File: config.mk
export PLATFORM = sky130hd
export DESIGN_NAME = kb_fifo_ctrl
export DESIGN_NICKNAME = d
export VERILOG_FILES = /design/src/rtl/kb_pkg.sv /design/src/rtl/kb_sync_fifo.sv /design/src/rtl/kb_fifo_ctrl.sv
export SDC_FILE = /design/constraint.sdc
export NUM_CORES = 1
export LEC_CHECK = 0
export ABC_AREA = 1
export BUFFER_PORTS_ARGS = -buffer_cell sky130_fd_sc_hd__buf_2
export CAP_MARGIN = 25
export CORE_UTILIZATION = 35
export DETAILED_ROUTE_END_ITERATION = 6
export PLACE_DENSITY = 0.52
export SLEW_MARGIN = 20
export SYNTH_ARGS = -nofsm -noshare
export SYNTH_HDL_FRONTEND = slang
export SYNTH_SLANG_ARGS = --single-unit
export TNS_END_PERCENT = 100
File: constraint.sdc
create_clock -name CLK -period 7.8 [get_ports CLK]
set_clock_uncertainty 0.15 [all_clocks]
set_input_delay 1.56 -clock CLK [delete_from_list [all_inputs] [get_ports CLK]]
set_output_delay 1.56 -clock CLK [all_outputs]
set_load 0.1 [all_outputs]
File: src/rtl/kb_pkg.sv
// kb_pkg: register map, status/control bit positions, scan-code constants and filter states
package kb_pkg;
  localparam logic REG_DATA = 1'b0;
  localparam logic REG_STATUS = 1'b1;
  localparam int ST_NEMPTY = 0;
  localparam int ST_FULL = 1;
  localparam int ST_OVF = 2;
  localparam int ST_PERR = 3;
  localparam int CTL_IEN = 0;
  localparam int CTL_OVF_CLR = 2;
  localparam int CTL_PERR_CLR = 3;
  localparam int CTL_FLUSH = 7;
  localparam logic [7:0] SC_BREAK = 8'hF0;
  localparam logic [7:0] SC_EXT = 8'hE0;
  typedef enum logic [1:0] {F_IDLE, F_GOT_F0, F_DROP} filt_state_t;
  function automatic logic [3:0] sat4(input int unsigned c);
    return c > 15 ? 4'hF : c[3:0];
  endfunction
endpackage

File: src/rtl/kb_sync_fifo.sv
// kb_sync_fifo: synchronous FIFO storage with pointers, occupancy count, push/pop/flush
module kb_sync_fifo #(
  parameter int DEPTH_LOG2 = 3,
  parameter int W = 8
) (
  input  logic                  clk,
  input  logic                  rst_n,
  input  logic                  push,
  input  logic                  pop,
  input  logic                  flush,
  input  logic [W-1:0]          din,
  output logic [W-1:0]          head,
  output logic [DEPTH_LOG2:0]   count,
  output logic [DEPTH_LOG2:0]   count_nx,
  output logic                  full,
  output logic                  empty
);
  localparam int DEPTH = 1 << DEPTH_LOG2;
  localparam int CW = DEPTH_LOG2 + 1;
  localparam int PW = DEPTH_LOG2;
  logic [W-1:0] mem [DEPTH];
  logic [PW-1:0] rd_ptr, wr_ptr;
  logic push_ok, pop_ok;
  assign full = count == CW'(DEPTH);
  assign empty = count == '0;
  assign pop_ok = pop & ~empty;
  // a pop in the same cycle frees the slot, so a full FIFO still accepts the push
  assign push_ok = push & (~full | pop_ok);
  assign count_nx = flush ? '0 : count + CW'(push_ok) - CW'(pop_ok);
  assign head = mem[rd_ptr];
  always_ff @(posedge clk or negedge rst_n)
    if (!rst_n) begin
      rd_ptr <= '0;
      wr_ptr <= '0;
      count <= '0;
    end else begin
      rd_ptr <= flush ? '0 : rd_ptr + PW'(pop_ok);
      wr_ptr <= flush ? '0 : wr_ptr + PW'(push_ok);
      count <= count_nx;
    end
  always_ff @(posedge clk)
    if (push_ok & ~flush) mem[wr_ptr] <= din;
endmodule

File: src/rtl/kb_fifo_ctrl.sv
// kb_fifo_ctrl: PS/2 scan-code FIFO with Z180 DATA/STATUS register window and active-low INT
// Optional break-code filter enabled by defining KB_BREAK_FILTER_EN.
import kb_pkg::*;
module kb_fifo_ctrl #(
  parameter int DEPTH_LOG2 = 3,
  parameter int IRQ_THRESH = 1
) (
  input  logic       CLK,
  input  logic       RST,
  input  logic       rx_valid,
  input  logic [7:0] rx_data,
  input  logic       rx_perr,
  input  logic       SEL,
  input  logic       A0,
  input  logic       IOREQ,
  input  logic       R,
  input  logic       W,
  input  logic [7:0] D_in,
  output logic [7:0] D_out,
  output logic       D_oe,
  output logic       INT
);
  logic rd_acc, wr_acc, rd_q, wr_q, a0_q;
  logic [7:0] d_q, head, status;
  logic pop, wr_commit, flush, keep, full, empty;
  logic ovf, perr, ien, ovf_nx, perr_nx, ien_nx, int_nx;
  logic [DEPTH_LOG2:0] count, count_nx;
  assign rd_acc = ~SEL & ~IOREQ & ~R;
  assign wr_acc = ~SEL & ~IOREQ & ~W;
  always_ff @(posedge CLK or negedge RST)
    if (!RST) begin
      rd_q <= 1'b0;
      wr_q <= 1'b0;
      a0_q <= 1'b0;
      d_q <= '0;
      ovf <= 1'b0;
      perr <= 1'b0;
      ien <= 1'b0;
      INT <= 1'b1;
    end else begin
      rd_q <= rd_acc;
      wr_q <= wr_acc;
      if (rd_acc | wr_acc) a0_q <= A0;
      if (wr_acc) d_q <= D_in;
      ovf <= ovf_nx;
      perr <= perr_nx;
      ien <= ien_nx;
      INT <= ~int_nx;
    end
  // actions fire once, on the falling edge of the sampled access
  assign pop = rd_q & ~rd_acc & (a0_q == REG_DATA);
  assign wr_commit = wr_q & ~wr_acc & (a0_q == REG_STATUS);
  assign flush = wr_commit & d_q[CTL_FLUSH];
  always_comb begin
    ien_nx = wr_commit ? d_q[CTL_IEN] : ien;
    ovf_nx = (ovf & ~(wr_commit & d_q[CTL_OVF_CLR])) | (keep & full & ~pop & ~flush);
    perr_nx = (perr & ~(wr_commit & d_q[CTL_PERR_CLR])) | (rx_valid & rx_perr);
    int_nx = ien_nx & ((int'(count_nx) >= IRQ_THRESH) | ovf_nx);
  end
`ifdef KB_BREAK_FILTER_EN
  filt_state_t fs, fs_nx;
  always_ff @(posedge CLK or negedge RST)
    if (!RST) fs <= F_IDLE;
    else fs <= fs_nx;
  always_comb begin
    fs_nx = (fs == F_DROP) ? F_IDLE : fs;
    keep = 1'b0;
    if (rx_valid) begin
      if (rx_perr) fs_nx = F_IDLE;
      else if (fs == F_GOT_F0) fs_nx = F_DROP;
      else begin
        fs_nx = (rx_data == SC_BREAK) ? F_GOT_F0 : F_IDLE;
        keep = (rx_data != SC_BREAK) | (rx_data == SC_EXT);
      end
    end
  end
`else
  assign keep = rx_valid & ~rx_perr;
`endif
  kb_sync_fifo #(.DEPTH_LOG2(DEPTH_LOG2), .W(8)) u_fifo (
    .clk(CLK),
    .rst_n(RST),
    .push(keep),
    .pop(pop),
    .flush(flush),
    .din(rx_data),
    .head(head),
    .count(count),
    .count_nx(count_nx),
    .full(full),
    .empty(empty)
  );
  always_comb begin
    status = '0;
    status[7:4] = sat4(32'(count));
    status[ST_PERR] = perr;
    status[ST_OVF] = ovf;
    status[ST_FULL] = full;
    status[ST_NEMPTY] = ~empty;
  end
  assign D_oe = rd_acc;
  assign D_out = ~rd_acc ? 8'h00 : (A0 == REG_STATUS) ? status : (empty ? 8'h00 : head);
endmodule

==> flow_summary.toml <==
[status]
status = "finished, final reports clean"

[clock_tree]
clkTransAtPathRegs_ns = 0.06
cts-root-buf = "clkbuf_16"
cts_max_level = 3
cts_buffers = 9
postCtsSetupRepairBufs = 0
tritoncts = "done"
cts_resized = 0
clock_sinks = 85
holdBufCountCts = 0
clk_latency_ns = 0.34
clockBufferDepth = 2

[place]
dpl_cell_area_sq_um = 4250
place_congestion = 0.742
place.port_buffers = 30
dp_hpwl_um = 5620

[logic_synthesis]
syn_inst = 399
yosys_warnings = 0
synthArstFlopShare_pct = 24.7
syn_avg_cell_area_sq_um = 10.1
yosysSeqAreaShare_pct = 60.9
yosysUniqueCellTypes = 31
synth-edff-count = 64
syn_area_sq_um = 4020
synth_top_flop_cell = "edfxtp_1"
syn_nets = 435
ys_ff_latch = 85

[die]
io_pins = 35
die-height_um = 109
num_rows = 38
core_area_sq_um = 11000
fp.dieArea_sq_um = 11900
initial_utilization_pct = 36.4
die_w_um = 109

[min_path]
worstHoldPathType = "reg -> reg"

[setup_path]
worstPathRequired_ns = 6.09
cp_max_fo = 7
worstSetupEndpointType = "primary output"
startpoint_type = "input port"
crit_type = "in -> out"
worstPathArrival_ns = 2.91

[finish]
n_fill_cell = 1074
fin_area_sq_um = 4540
layout.nets = 464
antenna_cells = 0
final_cell_mix = "nand2_1 (124), edfxtp_1 (64), nand3_1 (49), inv_1 (48), buf_2 (30)"
final_common_cell = "nand2_1"
syn2layout_area_growth_pct = 12.9
drive_gt1_share_pct = 16.9

[routing]
drtAntennaViolNets = 0
drc_errors = 0
routed_wirelength_um = 8630
drtIter0Drc = 128
num_vias = 2694
route.detailed.wl_per_inst_um = 15.1
vias_per_cell = 4.70
first_pass_iters = 4

[global_route]
grt_pass1_wl_um = 13500
grt_util_all_layers_pct = 15.8
grt_max_degree = 33
grt_pass1_vias = 2556
overflow = 0
grt_antenna_before_repair = 0

[timing]
clock.fmax_mhz = 217
worst_slew_pin_slew_ns = 0.767
setup-violations-final = 0
timing.slew.headroom_pct = 48.8
hold_viol_final = 0
post-route-period-util_pct = 59.2
tns_ns = 0
timing.final.max_slew_violations = 0
rsz0062_at_grt = "no"
final.min_clock_period_ns = 4.62

[pwr]
vdd_drop_max_mv = 0.149
powerDensity_nw_per_um2 = 337
p_leak_nw = 2.04
finalPower_mw = 1.53

[flow_run]
drv_cap = 0
## path summary, 6_finish.rpt
kind                            startpoint         endpoint  slack, ns  depth (start not counted)
max                                  IOREQ         D_out[5]       3.18                          7
min                                 d_q[2]           d_q[2]       0.34                          2
max reg2reg                u_fifo.count[2]              INT       5.04                         14
min reg2reg                         d_q[2]           d_q[2]       0.34                          2
max in group asynchronous              RST              INT       6.10                          1
min in group asynchronous              RST  u_fifo.count[1]       1.03                          1
## cells by family after synthesis
group	share of synthesized area [%]
AOI/OAI and AO/OA	2.93
xor gates and xnor gates	0.436
adders and majority gates	3.61
buffers and inverters	7.66
DFF	60.9
and+or+nand+nor	24.5
## metal layers
| metal | GRT usage (%) | up-vias | wire [um] |
|---|---|---|---|
| met4 | 8.10 | 0 | 246 |
| met3 | 2.51 | 20 | 350 |
| met1 | 21.4 | 1269 | 3990 |
| met2 | 24.5 | 55 | 4050 |
| met5 | 0 | - | 0 |
| li1 | - | 1350 | - |
## registers in the layout, summed over array words and instances, names as in the netlist
signal         flops
rd_q               1
INT                1
perr               1
u_fifo.rd_ptr      3
u_fifo.wr_ptr      3
a0_q               1
wr_q               1
ien                1
u_fifo.mem        64
u_fifo.count       4
ovf                1
d_q                4
## critical path: stages
cell     delay (ns)
buf_2          0.11
nor2_2         0.18
nand2_2        0.14
inv_1          0.19
o21ai_0        0.15
a21oi_2        0.13
buf_2          0.44
## synthesized netlist by cell type (5+ instances only)
| cell type | count | area [sq um] |
|---|---|---|
| inv_1 | 48 | 180 |
| edfxtp_1 | 64 | 1920 |
| o21ai_0 | 5 | 25.0 |
| nor2_1 | 21 | 78.8 |
| nand2_1 | 124 | 465 |
| a21oi_1 | 8 | 40.0 |
| ha_1 | 10 | 125 |
| dfrtp_1 | 20 | 500 |
| buf_6 | 6 | 67.6 |
| nand3_1 | 49 | 245 |
| nor2_2 | 9 | 56.3 |
## stage by stage
| step | hold slack (ns) | setup slack, ns | util [%] | instances |
|---|---|---|---|---|
| after floorplan | 0.300 | 1.88 | - | 399 |
| after global placement | 0.317 | 3.17 | 38.5 | 557 |
| after detailed placement | 0.321 | 3.18 | 38.5 | 557 |
| after CTS | 0.338 | 3.17 | 41.1 | 573 |
| after global routing | 0.363 | 3.07 | 41.1 | 573 |
| final | 0.337 | 3.18 | 41.1 | 573 |
## power by group
part	switching (mW)	internal (mW)
Sequential	0.0627	0.553
Clock	0.176	0.248
Combinational	0.340	0.153
Total	0.578	0.953
## cell type report
class | instances | area (sq um) | share of cell area [%]
clock inverter | 6 | 62.6 | 1.38
tap | 140 | 175 | 3.86
multi-input combinational | 248 | 1260 | 27.8
clock buffer | 10 | 229 | 5.05
sequential | 85 | 2450 | 54.0
timing repair buffer | 31 | 158 | 3.47
inverter | 53 | 201 | 4.44
Power figures use the tool's default switching activity.
